[config.mk]
export PLATFORM = sky130hd
export DESIGN_NAME = universal_barrel_shifter
export DESIGN_NICKNAME = d
export VERILOG_FILES = /design/src/rtl/ubs_pkg.sv /design/src/rtl/ubs_stage.sv /design/src/rtl/universal_barrel_shifter.sv
export SDC_FILE = /design/constraint.sdc
export NUM_CORES = 1
export LEC_CHECK = 0
export CORE_UTILIZATION = 46
export DETAILED_ROUTE_END_ITERATION = 10
export PLACE_DENSITY_LB_ADDON = 0.12
export SLEW_MARGIN = 30
export SYNTH_ARGS = -nofsm -noshare
export SYNTH_HDL_FRONTEND = slang
export SYNTH_HIERARCHICAL = 1
export SYNTH_SLANG_ARGS = --single-unit
[constraint.sdc]
create_clock -name clk -period 0.8 [get_ports clk]
set_input_delay 0.16 -clock clk [delete_from_list [all_inputs] [get_ports clk]]
set_output_delay 0.16 -clock clk [all_outputs]
set_load 0.01 [all_outputs]
[src/rtl/ubs_pkg.sv]
// Shared constants for the universal barrel shifter: direction encoding and
// default geometry.
package ubs_pkg;

  localparam int UBS_WIDTH   = 16;
  localparam int UBS_SHIFT_W = $clog2(UBS_WIDTH);

  localparam logic SHIFT_RIGHT = 1'b0;
  localparam logic SHIFT_LEFT  = 1'b1;

endpackage

[src/rtl/ubs_stage.sv]
// One mux stage of the barrel shifter: shifts by a fixed DIST in the chosen
// direction with zero fill when enabled, otherwise passes data through.
module ubs_stage
  import ubs_pkg::*;
#(
  parameter int WIDTH = UBS_WIDTH,
  parameter int DIST  = 1
) (
  input  logic [WIDTH-1:0] data_i,
  input  logic             en_i,
  input  logic             dir_i,
  output logic [WIDTH-1:0] data_o
);

  // Fixed-distance shift select; logical shifts give the zero fill.
  always_comb begin
    data_o = data_i;
    if (en_i) begin
      if (dir_i == SHIFT_LEFT) data_o = data_i << DIST;
      else                     data_o = data_i >> DIST;
    end
  end

endmodule

[src/rtl/universal_barrel_shifter.sv]
// Registered universal barrel shifter: logical left/right shift by 0..WIDTH-1
// through a log2 cascade of ubs_stage muxes, result and valid registered.
// Optional input register stage: UNIVERSAL_BARREL_SHIFTER_INREG_EN
// (latency 2 when defined, 1 otherwise; results identical).
module universal_barrel_shifter
  import ubs_pkg::*;
#(
  parameter int WIDTH   = UBS_WIDTH,
  parameter int SHIFT_W = $clog2(WIDTH)
) (
  input  logic               clk,
  input  logic               rst_n,
  input  logic [WIDTH-1:0]   A,
  input  logic [SHIFT_W-1:0] Shift,
  input  logic               ShiftChoice,
  input  logic               in_valid,
  output logic [WIDTH-1:0]   out,
  output logic               out_valid
);

  logic [WIDTH-1:0]   a_s;
  logic [SHIFT_W-1:0] sh_s;
  logic               dir_s;
  logic               vld_s;

`ifdef UNIVERSAL_BARREL_SHIFTER_INREG_EN
  logic [WIDTH-1:0]   a_q;
  logic [SHIFT_W-1:0] sh_q;
  logic               dir_q;
  logic               vld_q;

  // Input capture stage; cleared by reset so nothing in flight survives it.
  always_ff @(posedge clk or negedge rst_n) begin
    if (!rst_n) begin
      a_q   <= '0;
      sh_q  <= '0;
      dir_q <= 1'b0;
      vld_q <= 1'b0;
    end else begin
      a_q   <= A;
      sh_q  <= Shift;
      dir_q <= ShiftChoice;
      vld_q <= in_valid;
    end
  end

  assign a_s   = a_q;
  assign sh_s  = sh_q;
  assign dir_s = dir_q;
  assign vld_s = vld_q;
`else
  assign a_s   = A;
  assign sh_s  = Shift;
  assign dir_s = ShiftChoice;
  assign vld_s = in_valid;
`endif

  // Stage k shifts by 2^k when Shift[k] is set; direction is shared.
  logic [SHIFT_W:0][WIDTH-1:0] stg;
  assign stg[0] = a_s;

  for (genvar k = 0; k < SHIFT_W; k++) begin : g_stage
    ubs_stage #(.WIDTH(WIDTH), .DIST(1 << k)) u_stage (
      .data_i (stg[k]),
      .en_i   (sh_s[k]),
      .dir_i  (dir_s),
      .data_o (stg[k+1])
    );
  end

  logic [WIDTH-1:0] out_q, out_d;
  logic             vld_out_q;

  // Result holds its value across idle cycles; only valid ops update it.
  always_comb begin
    out_d = out_q;
    if (vld_s) out_d = stg[SHIFT_W];
  end

  // Output and valid registers.
  always_ff @(posedge clk or negedge rst_n) begin
    if (!rst_n) begin
      out_q     <= '0;
      vld_out_q <= 1'b0;
    end else begin
      out_q     <= out_d;
      vld_out_q <= vld_s;
    end
  end

  assign out       = out_q;
  assign out_valid = vld_out_q;

endmodule

* Word level (Yosys, flattened, before mapping)
Index checks and enable logic that the tools add are counted.
** Operators by class
- Add/sub/neg operators :: 0
- Multipliers :: 0
- Div/mod/pow operators :: 0
- Magnitude comparators :: 0
- Eq/ne operators :: 0
- Shift-type cells :: 0
- Multiplexer cells :: 8
- Bitwise logic cells :: 0
- Reduce and logical (&&, ||, !) cells :: 0
** Operators by type and width (count)
- 2-to-1 mux 16 bit :: 8
** Storage, ports and cells
- Bits in registers :: 17
- Latch bits :: 0
- Memory bits (writable) :: 0
- ROM bits :: 0
- Bits of input ports :: 24
- Output and inout port bits :: 17
- Word-level logic and storage cells :: 10
- Memories :: 0

* Depth between registers and ports, before layout
- Word-level depth :: 8
- Depth in mapped cells :: 11
- Depth with buffers taken out :: 9

* Cells and area by module
The synthesis kept the hierarchy.
** By module, submodules not included
- universal_barrel_shifter :: times used 1, cells each 35, area each 674.4 um^2, sequential area each 425.4 um^2
- ubs_stage (g_stage[0].u_stage) :: times used 1, cells each 53, area each 339.1 um^2, sequential area each 0.0 um^2
- ubs_stage (g_stage[1].u_stage) :: times used 1, cells each 51, area each 337.8 um^2, sequential area each 0.0 um^2
- ubs_stage (g_stage[2].u_stage) :: times used 1, cells each 46, area each 279.0 um^2, sequential area each 0.0 um^2
- ubs_stage (g_stage[3].u_stage) :: times used 1, cells each 26, area each 202.7 um^2, sequential area each 0.0 um^2

* Least setup slack after synthesis
No wires, ideal clock.
- Kind :: input to register
- From :: input port ShiftChoice
- To :: register out_q[7], in the netlist out[7]
- Setup time :: 0.125 ns
- Data arrival time :: 1.576 ns
- Required time :: 0.675 ns
- Slack :: -0.901 ns
- Stages on the path :: 10
- Buffers on the path :: 2
- Cell sequence :: buf_6 > buf_12 > mux2i_1 > a21oi_1 > mux2i_1 > a21oi_1 > mux2i_1 > a21oi_1 > a22o_1 > mux2_4
** RTL lines
- start: declaration :: line universal_barrel_shifter.sv:15 : input logic ShiftChoice,
- end signal: assignment :: line universal_barrel_shifter.sv:86 : out_q <= out_d;
- end: declaration :: line universal_barrel_shifter.sv:71 : logic [WIDTH-1:0] out_q, out_d;

==> qor.yml <==
floorplan:
  die_h_um: 65.1
  core_area_um2: 3740
  pin_count: 41
  dieArea_um2: 4240
  initial_core_util: 0.490
  rows: 22
  die_w_um: 65.1
global_routing:
  grt_pass1_vias: 1726
  grt_overflow_total: 0
  grt_max_degree: 25
  grt_pass1_wl_um: 8020
  track_usage: 0.240
  antenna_found_initial: 0
worst_setup_path:
  crit_fanout: 5
  critPathLaunchType: "input pin"
  cp.arrival_ns: 1.76
  critical_path_class: "in -> reg"
  ff2ff_path_depth: 3
  cp-end-kind: "flop"
  worstPathRequired_ns: 0.94
synthesis:
  synth_area_leaders: "dfrtp_1 (23%), mux2i_1 (19%), a21oi_1 (9.3%)"
  ys_types: 21
  synth.avg_cell_area_um2: 8.69
  ys_ff_latch: 17
  ys_warn_count: 6
  synth_edf_count: 0
  synth.top_cell.area_share: 0.232
  yosysTopAreaCell: "dfrtp_1"
  syn_inst: 211
  syn_nets: 235
  async_flop_share: 1.00
  synth_area_um2: 1830
  synth_commonest_cells: "a21oi_1 (34), mux2i_1 (34), nor2_1 (34)"
  synthFlopType: "dfrtp_1"
  seq_area_frac_synth: 0.232
sta:
  worst_clock_skew_ns: 0
  slew_viol_final: 0
  setup_ws_ns: -0.822
  setup_viol_count_final: 33
  max_clock_freq_mhz: 616
  min_period_over_period: 2.03
  period_needed_ns: 1.62
  timing.final.hold_violations: 0
  rsz0062_at_grt: "yes"
  slew_headroom: 0.811
  tightest_slew_ns: 0.280
final_layout:
  nFillCells: 294
  fin_area_um2: 2720
  drive_gt1_frac: 0.486
  final_core_util: 0.727
  finalNetCount: 301
  final-seq-area_um2: 425
  syn_to_final_growth_pct: 48.5
  multi_input_area_um2: 1380
  finalNonFillerCells: 324
  antennaDiodeCount: 0
flow_run:
  maxCapViolations: 0
power_and_ir_drop:
  internal-power_mw: 2.34
  total_power_mw: 3.55
  p_switching_mw: 1.21
  sw_frac_of_total: 0.340
  combinationalPowerShare: 0.520
  p_leak_nw: 1.30
  p_per_area_nw_per_um2: 1300
  sequentialPowerShare: 0.299
  pwr-share-clk: 0.181
  ir_drop_uv: 847
drt:
  route.detailed.drc: 0
  routed_wl_um: 4970
  wl_per_cell_um: 15.3
  vias: 1822
  viasPerCell: 5.62
  drtPass1Iterations: 4
  drt_iter0_markers: 106
  antenna_left: 0
outcome:
  violations: "setup timing"
  status: "finished, violations left"
place:
  dp_hpwl_um: 3210
  portBuffers: 40
  dpl_cell_area_um2: 2360
  dp.cells: 308
  gp_congestion: 0.874
clock_network:
  cts_buffer_depth: 2
  cts_num_sinks: 17
  cts_tree: "yes"
  insertion_delay_ns: 0.25
  cts-hold-fix-buffers: 0
  cts_made_buffers: 3
  cts_root_buf: "clkbuf_8"
  cts.reportedPaths.clkPinSlew_ns: 0.07
  htree_levels: 1
worst_hold_path:
  hold_class: "in -> async"
-- per-layer routing --
layer / part of all wire / track usage / vias to the layer above / routed length, um
li1: - / - / 890 / -
met2: 0.47 / 0.391 / 47 / 2340
met1: 0.47 / 0.335 / 878 / 2360
met4: 0.0077 / 0.0408 / 0 / 38
met3: 0.046 / 0.0451 / 7 / 227
met5: 0 / 0 / - / 0
-- cells by family after synthesis --
logic type             share of synthesized area
flip-flops                                 0.232
buffers and inverters                      0.124
AO/OA/AOI/OAI                              0.219
AND/OR/NAND/NOR                            0.120
multiplexers                               0.304
-- power groups by stage --
stage,clock [mW],combinational (mW),sequential [mW]
after detailed placement,0,1.61,1.08
final,0.643,1.85,1.06
after global routing,0.695,1.99,1.08
after floorplan,0,0.877,1.14
after CTS,0.659,1.72,1.06
after global placement,0,1.59,1.08
-- worst max-delay path: stages --
cell and delay [ns]:
buf_12 0.09, buf_8 0.11, mux2i_2 0.23, a21oi_2 0.12, mux2i_2 0.22, a21oi_2 0.11
mux2i_1 0.17, a21oi_2 0.09, a22o_1 0.21, mux2_4 0.25
-- path summary, 6_finish.rpt --
path / start / endpoint / slack (ns)
max reg2reg: out[8]$_DFFE_PN0P_ / out[8]$_DFFE_PN0P_ / -0.18
min reg2reg: out[13]$_DFFE_PN0P_ / out[13]$_DFFE_PN0P_ / 0.51
min in group clk: out[13]$_DFFE_PN0P_ / out[13]$_DFFE_PN0P_ / 0.51
max: ShiftChoice / out[7]$_DFFE_PN0P_ / -0.82
min: rst_n / out[0]$_DFFE_PN0P_ / 0.24
max in group asynchronous: rst_n / out[1]$_DFFE_PN0P_ / 0.43
-- cell type report --
cell class | instances | share of cell area
Inverter | 13 | 0.0179
Timing Repair Buffer | 79 | 0.279
Sequential cell | 17 | 0.156
Clock buffer | 4 | 0.0166
Tap cell | 48 | 0.0221
Multi-Input combinational cell | 163 | 0.509
-- flip-flops by register name (all words and copies together) (netlist names) --
name       cells
out_valid      1
out           16
-- through the flow --
step,worst slack (ns),hold WS (ns),setup TNS [ns]
after global routing,-0.874,0.238,-15.99
final,-0.822,0.241,-14.33
after detailed placement,-1.47,0.495,-26.37
after global placement,-1.45,0.492,-25.95
after floorplan,-0.844,-0.136,-13.18
after CTS,-0.735,0.242,-13.38
-- cells in the final DEF (no fill, tap or decap), types with 2 or more instances in the layout --
| cell | n |
|---|---|
| buf_6 | 3 |
| clkbuf_8 | 3 |
| o21ai_0 | 2 |
| mux2i_2 | 5 |
| buf_12 | 6 |
| buf_16 | 3 |
| clkdlybuf4s50_1 | 4 |
| mux2_2 | 2 |
| a21oi_2 | 30 |
| clkbuf_2 | 2 |
| and2b_2 | 2 |
| nor2_4 | 2 |
| a21oi_1 | 3 |
| nor2_1 | 28 |
| a22o_2 | 2 |
| inv_1 | 12 |
| nor2_2 | 4 |
| clkdlybuf4s15_2 | 3 |
| dlygate4sd2_1 | 2 |
| buf_4 | 28 |
| mux2i_1 | 28 |
| clkdlybuf4s15_1 | 10 |
| mux2_4 | 14 |
| buf_8 | 2 |
| nand3_1 | 8 |
| dfrtp_1 | 17 |
| buf_2 | 16 |
| o21ai_1 | 7 |
| a22o_1 | 17 |
-- what timing repair did --
item / CTS / global route
buffers inserted: 9 / 1
endpoints found under the setup margin: 33 / 33
cloned: 3 / 0
pin swaps: 35 / 23
gates resized for setup: 159 / 24
No activity file was read; power rests on OpenSTA's default activity.
==> RTL edit 1 (config.mk and constraints unchanged) <==
Remove the register `vld_out_q`: a continuous assignment takes its place, so the output `out_valid` follows one clock earlier.
--- a/src/rtl/universal_barrel_shifter.sv
+++ b/src/rtl/universal_barrel_shifter.sv
@@ -83,8 +83,8 @@
       out_q     <= '0;
-      vld_out_q <= 1'b0;
     end else begin
       out_q     <= out_d;
-      vld_out_q <= vld_s;
     end
   end
+
+  assign vld_out_q = vld_s;
 
Formal check against the unedited RTL: not equivalent (a bounded check fails within 4 cycles, from zero or initial values and one cycle with rst_n low).
==> RTL edit 1 against the original RTL <==
- the flow still finishes with violations (setup timing)
- routed wire length down 8.2%
- global-route usage down 1.6 points
- clock power down 6.8%
- maximum frequency down 1.0%
- largest power group unchanged
- synthesized area down 0.96%
- clock skew unchanged
- sequential cell count down 1
- cell area down 7.8%
- setup slack worse by 17 ps
- power down 6.8%
- largest cell class unchanged
- register-to-register slack worse by 20 ps
- critical path type unchanged
==> RTL edit 1: results (changes against the original RTL) <==
drt:
  wire_per_inst_um: 14.8  # was 15.3 um
  drtIter0Drc: 102  # was 106
  vias_per_cell: 5.54  # was 5.62
status:
  failed_checks: "setup timing"  # unchanged
  status: "complete, but fails checks"  # unchanged
placed_design:
  dp_slack_ps: -1450  # was -1470 ps
  gp_congestion: 0.746  # was 0.874
  placed_cell_area_um2: 2280  # was 2360 um^2
  hpwl_mm: 3.01  # was 3.21 mm
  placed_cells: 299  # was 308
cts:
  cts-resized-gates: 132  # was 159
  post_cts_buffers: 3  # was 9
  insertion_delay_ps: 250  # about the same
global_route:
  grt_pass1_vias: 1567  # was 1726
  grtUsageMet3_pct: 3.70  # was 4.51%
  gr-usage-met2_pct: 32.4  # was 39.1%
  grt_pass1_wl_mm: 7.39  # was 8.02 mm
  grt_util_met1_pct: 34.7  # was 33.5%
  grt_max_degree: 33  # was 25
  groute.usage.overall_pct: 22.5  # was 24.0%
finish:
  layoutNonFillerInstCount: 309  # was 324
  nNetsFinal: 287  # was 301
  drive_gt1_share_pct: 42.9  # was 48.6%
  diodes: 0  # unchanged
  fillers: 331  # was 294
power_and_ir_drop:
  peakVddDrop_uv: 962  # was 847 uV
  power.leakage_uw: 0.00120  # was 0.00130 uW
synthesis:
  ys_seq_area_share_pct: 22.1  # was 23.2%
  synth_cell_type_count: 22  # was 21
  netlist_top_cells_count: "34 x a21oi_1, 34 x mux2i_1, 34 x nor2_1"  # unchanged
timing:
  maxSlewHeadroom_pct: 79.2  # was 81.1%
  timing.final.ws_setup_ps: -839  # was -822 ps
  setup_viol: 32  # was 33
critical_path:
  critPathSlowestCell: "mux2i_1"  # was mux2_4
==> RTL edit 1: layer usage <==
layer / vias up / part of all wire (%)
met1: 821 / 51
met4: 0 / 0.22
met2: 32 / 45
met5: - / 0
met3: 2 / 3.3
li1: 858 / -
==> RTL edit 1: worst register-to-register path: stages, from the launching register on <==
cell     delay [ps]
dfrtp_1         380
buf_4           140
buf_4           120
mux2_4          250
==> RTL edit 1: worst paths after layout <==
path	from	to	slack (ps)	cells past startpoint
hold reg to reg	out[1]	out[1]	500	1
setup / recovery	ShiftChoice	out[15]	-840	10
min in group clk	out[1]	out[1]	500	1
max in group asynchronous	rst_n	out[7]	430	2
hold / removal	rst_n	out[4]	250	2
setup reg to reg	out[5]	out[5]	-200	3
==> RTL edit 1: stage by stage <==
stage	hold slack [ps]	setup TNS [ps]
3_5_place_dp	496	-26400
2_1_floorplan	-136	-13180
6_report	247	-14620
5_1_grt	253	-16450
3_3_place_gp	495	-26010
4_1_cts	250	-14000
==> RTL edit 1: kinds of logic (layout without fill, tap and decap cells) <==
logic type / Yosys count / count (layout) / synth area share, %
simple gates: 49 / 49 / 12.1
compound gates: 64 / 64 / 22.1
mux: 50 / 50 / 30.7
buf+inv: 32 / 82 / 13.0
flops: 16 / 16 / 22.1
==> RTL edit 1: final cells by class <==
class | count | area (um^2) | share of cell area [%]
inverter | 13 | 48.8 | 1.95
tap | 48 | 60.1 | 2.39
timing repair buffer | 66 | 602 | 24.0
clock buffer | 3 | 41.3 | 1.65
sequential | 16 | 400 | 16.0
multi-input combinational | 163 | 1360 | 54.1
==> RTL edit 1: power breakdown <==
group	switching [uW]	leakage [uW]	internal, uW
logic	802	0.000975	900
clock network	265	0.0000216	334
registers	66.8	0.000200	940
total	1130	0.00120	2170
==> RTL edit 2 (same settings) <==
Made on the original files. The package constant `UBS_WIDTH` goes from 16 to 32.
--- a/src/rtl/ubs_pkg.sv
+++ b/src/rtl/ubs_pkg.sv
@@ -4,3 +4,3 @@
 
-  localparam int UBS_WIDTH   = 16;
+  localparam int UBS_WIDTH   = 32;
   localparam int UBS_SHIFT_W = $clog2(UBS_WIDTH);
Interface: changed (resized A, Shift and out); port bits go from 41 to 74. No check against the original RTL was run, so the function may have changed too.
==> RTL edit 2 against the original RTL <==
- the run still ends with setup timing left
- power grew 130%
- sequential power up 97%
- first-iteration DRC count up 38%
- largest cell class unchanged
- setup slack worse by 390 ps
- routed wire length grew to 2.5 times the old value
- sequential cell count increased by 16
- synthesized area increased by 130%
- count of clock-buffer cells in the layout up 1
- maximum frequency down 19%
- cell area rose by 120%
- critical endpoint is now out[24]
- highest routed layer unchanged
==> RTL edit 2: results (changes against the original RTL) <==
timing:
  setup_viol: 65  # was 33
  fin_hold_ws_ps: 232  # was 241 ps
  timing.final.ws_setup_ps: -1210  # was -822 ps
  maxSlewHeadroom_pct: 65.6  # was 81.1%
critical_path:
  endpoint: "out[24]"  # was out[7]
finish:
  nNetsFinal: 692  # was 301
  seq_share_pct: 13.6  # was 15.6%
  layoutNonFillerInstCount: 760  # was 324
  inv_count: 16  # was 13
  area_share_clock_buf_inv_pct: 1.42  # was 1.66%
  multi_input_area_share_pct: 55.0  # was 50.9%
  fillers: 722  # was 294
  multi_input_cells: 407  # was 163
  largest_reg_flops: 32  # was 16
power_and_ir_drop:
  power.leakage_uw: 0.00295  # was 0.00130 uW
  finalPower_uw: 8070  # was 3550 uW
global_route:
  groute.usage.overall_pct: 25.9  # was 24.0%
  grtUsageMet3_pct: 3.83  # was 4.51%
placed_design:
  hpwl_mm: 8.59  # was 3.21 mm
  dp_slack_ps: -1810  # was -1470 ps
  placed_cell_area_um2: 5460  # was 2360 um^2
  placed_cells: 725  # was 308
  gp_congestion: 0.892  # was 0.874
drt:
  wl_met1_mm: 5.79  # was 2.36 mm
  wl_met3_um: 563  # was 227 um
  met2_length_mm: 6.05  # was 2.34 mm
cts:
  cts_inserted_buffers: 5  # was 3
  cts.sinks: 33  # was 17
synthesis:
  syn_inst: 505  # was 211
  synth_area_leaders: "mux2i_1 23%, dfrtp_1 19%, a21oi_1 11%"  # was dfrtp_1 23%, mux2i_1 19%, a21oi_1 9.3%
status:
  failed_checks: "setup timing"  # unchanged
  status: "complete, but fails checks"  # unchanged
die:
  placeableCoreArea_um2: 8890  # was 3740 um^2
-- RTL edit 2: cell count changes after synthesis, moves of 4 or more --
cell,unedited run,this run
mux2_2,6,2
o21ai_1,0,4
a21oi_1,34,98
clkbuf_1,0,6
buf_2,8,19
nor2_1,34,98
dfrtp_1,17,33
mux2_4,10,30
a22o_1,17,45
buf_12,3,10
buf_4,0,4
mux2i_1,34,98
-- RTL edit 2: repair_timing --
item,4_1_cts,5_1_grt
setup buffers,26,0
pin swaps,62,20
cloned,4,0
setup endpoints to repair,65,65
resized for setup,269,32
-- RTL edit 2: cells by family (layout without fill, tap and decap cells) --
| logic type | count (synthesis) | after routing | synth area share (%) |
|---|---|---|---|
| and+or+nand+nor | 117 | 117 | 11.3 |
| buffers and inverters | 65 | 212 | 12.2 |
| DFF | 33 | 33 | 19.2 |
| AOI/OAI and AO/OA | 160 | 160 | 23.4 |
| muxes | 130 | 130 | 33.8 |
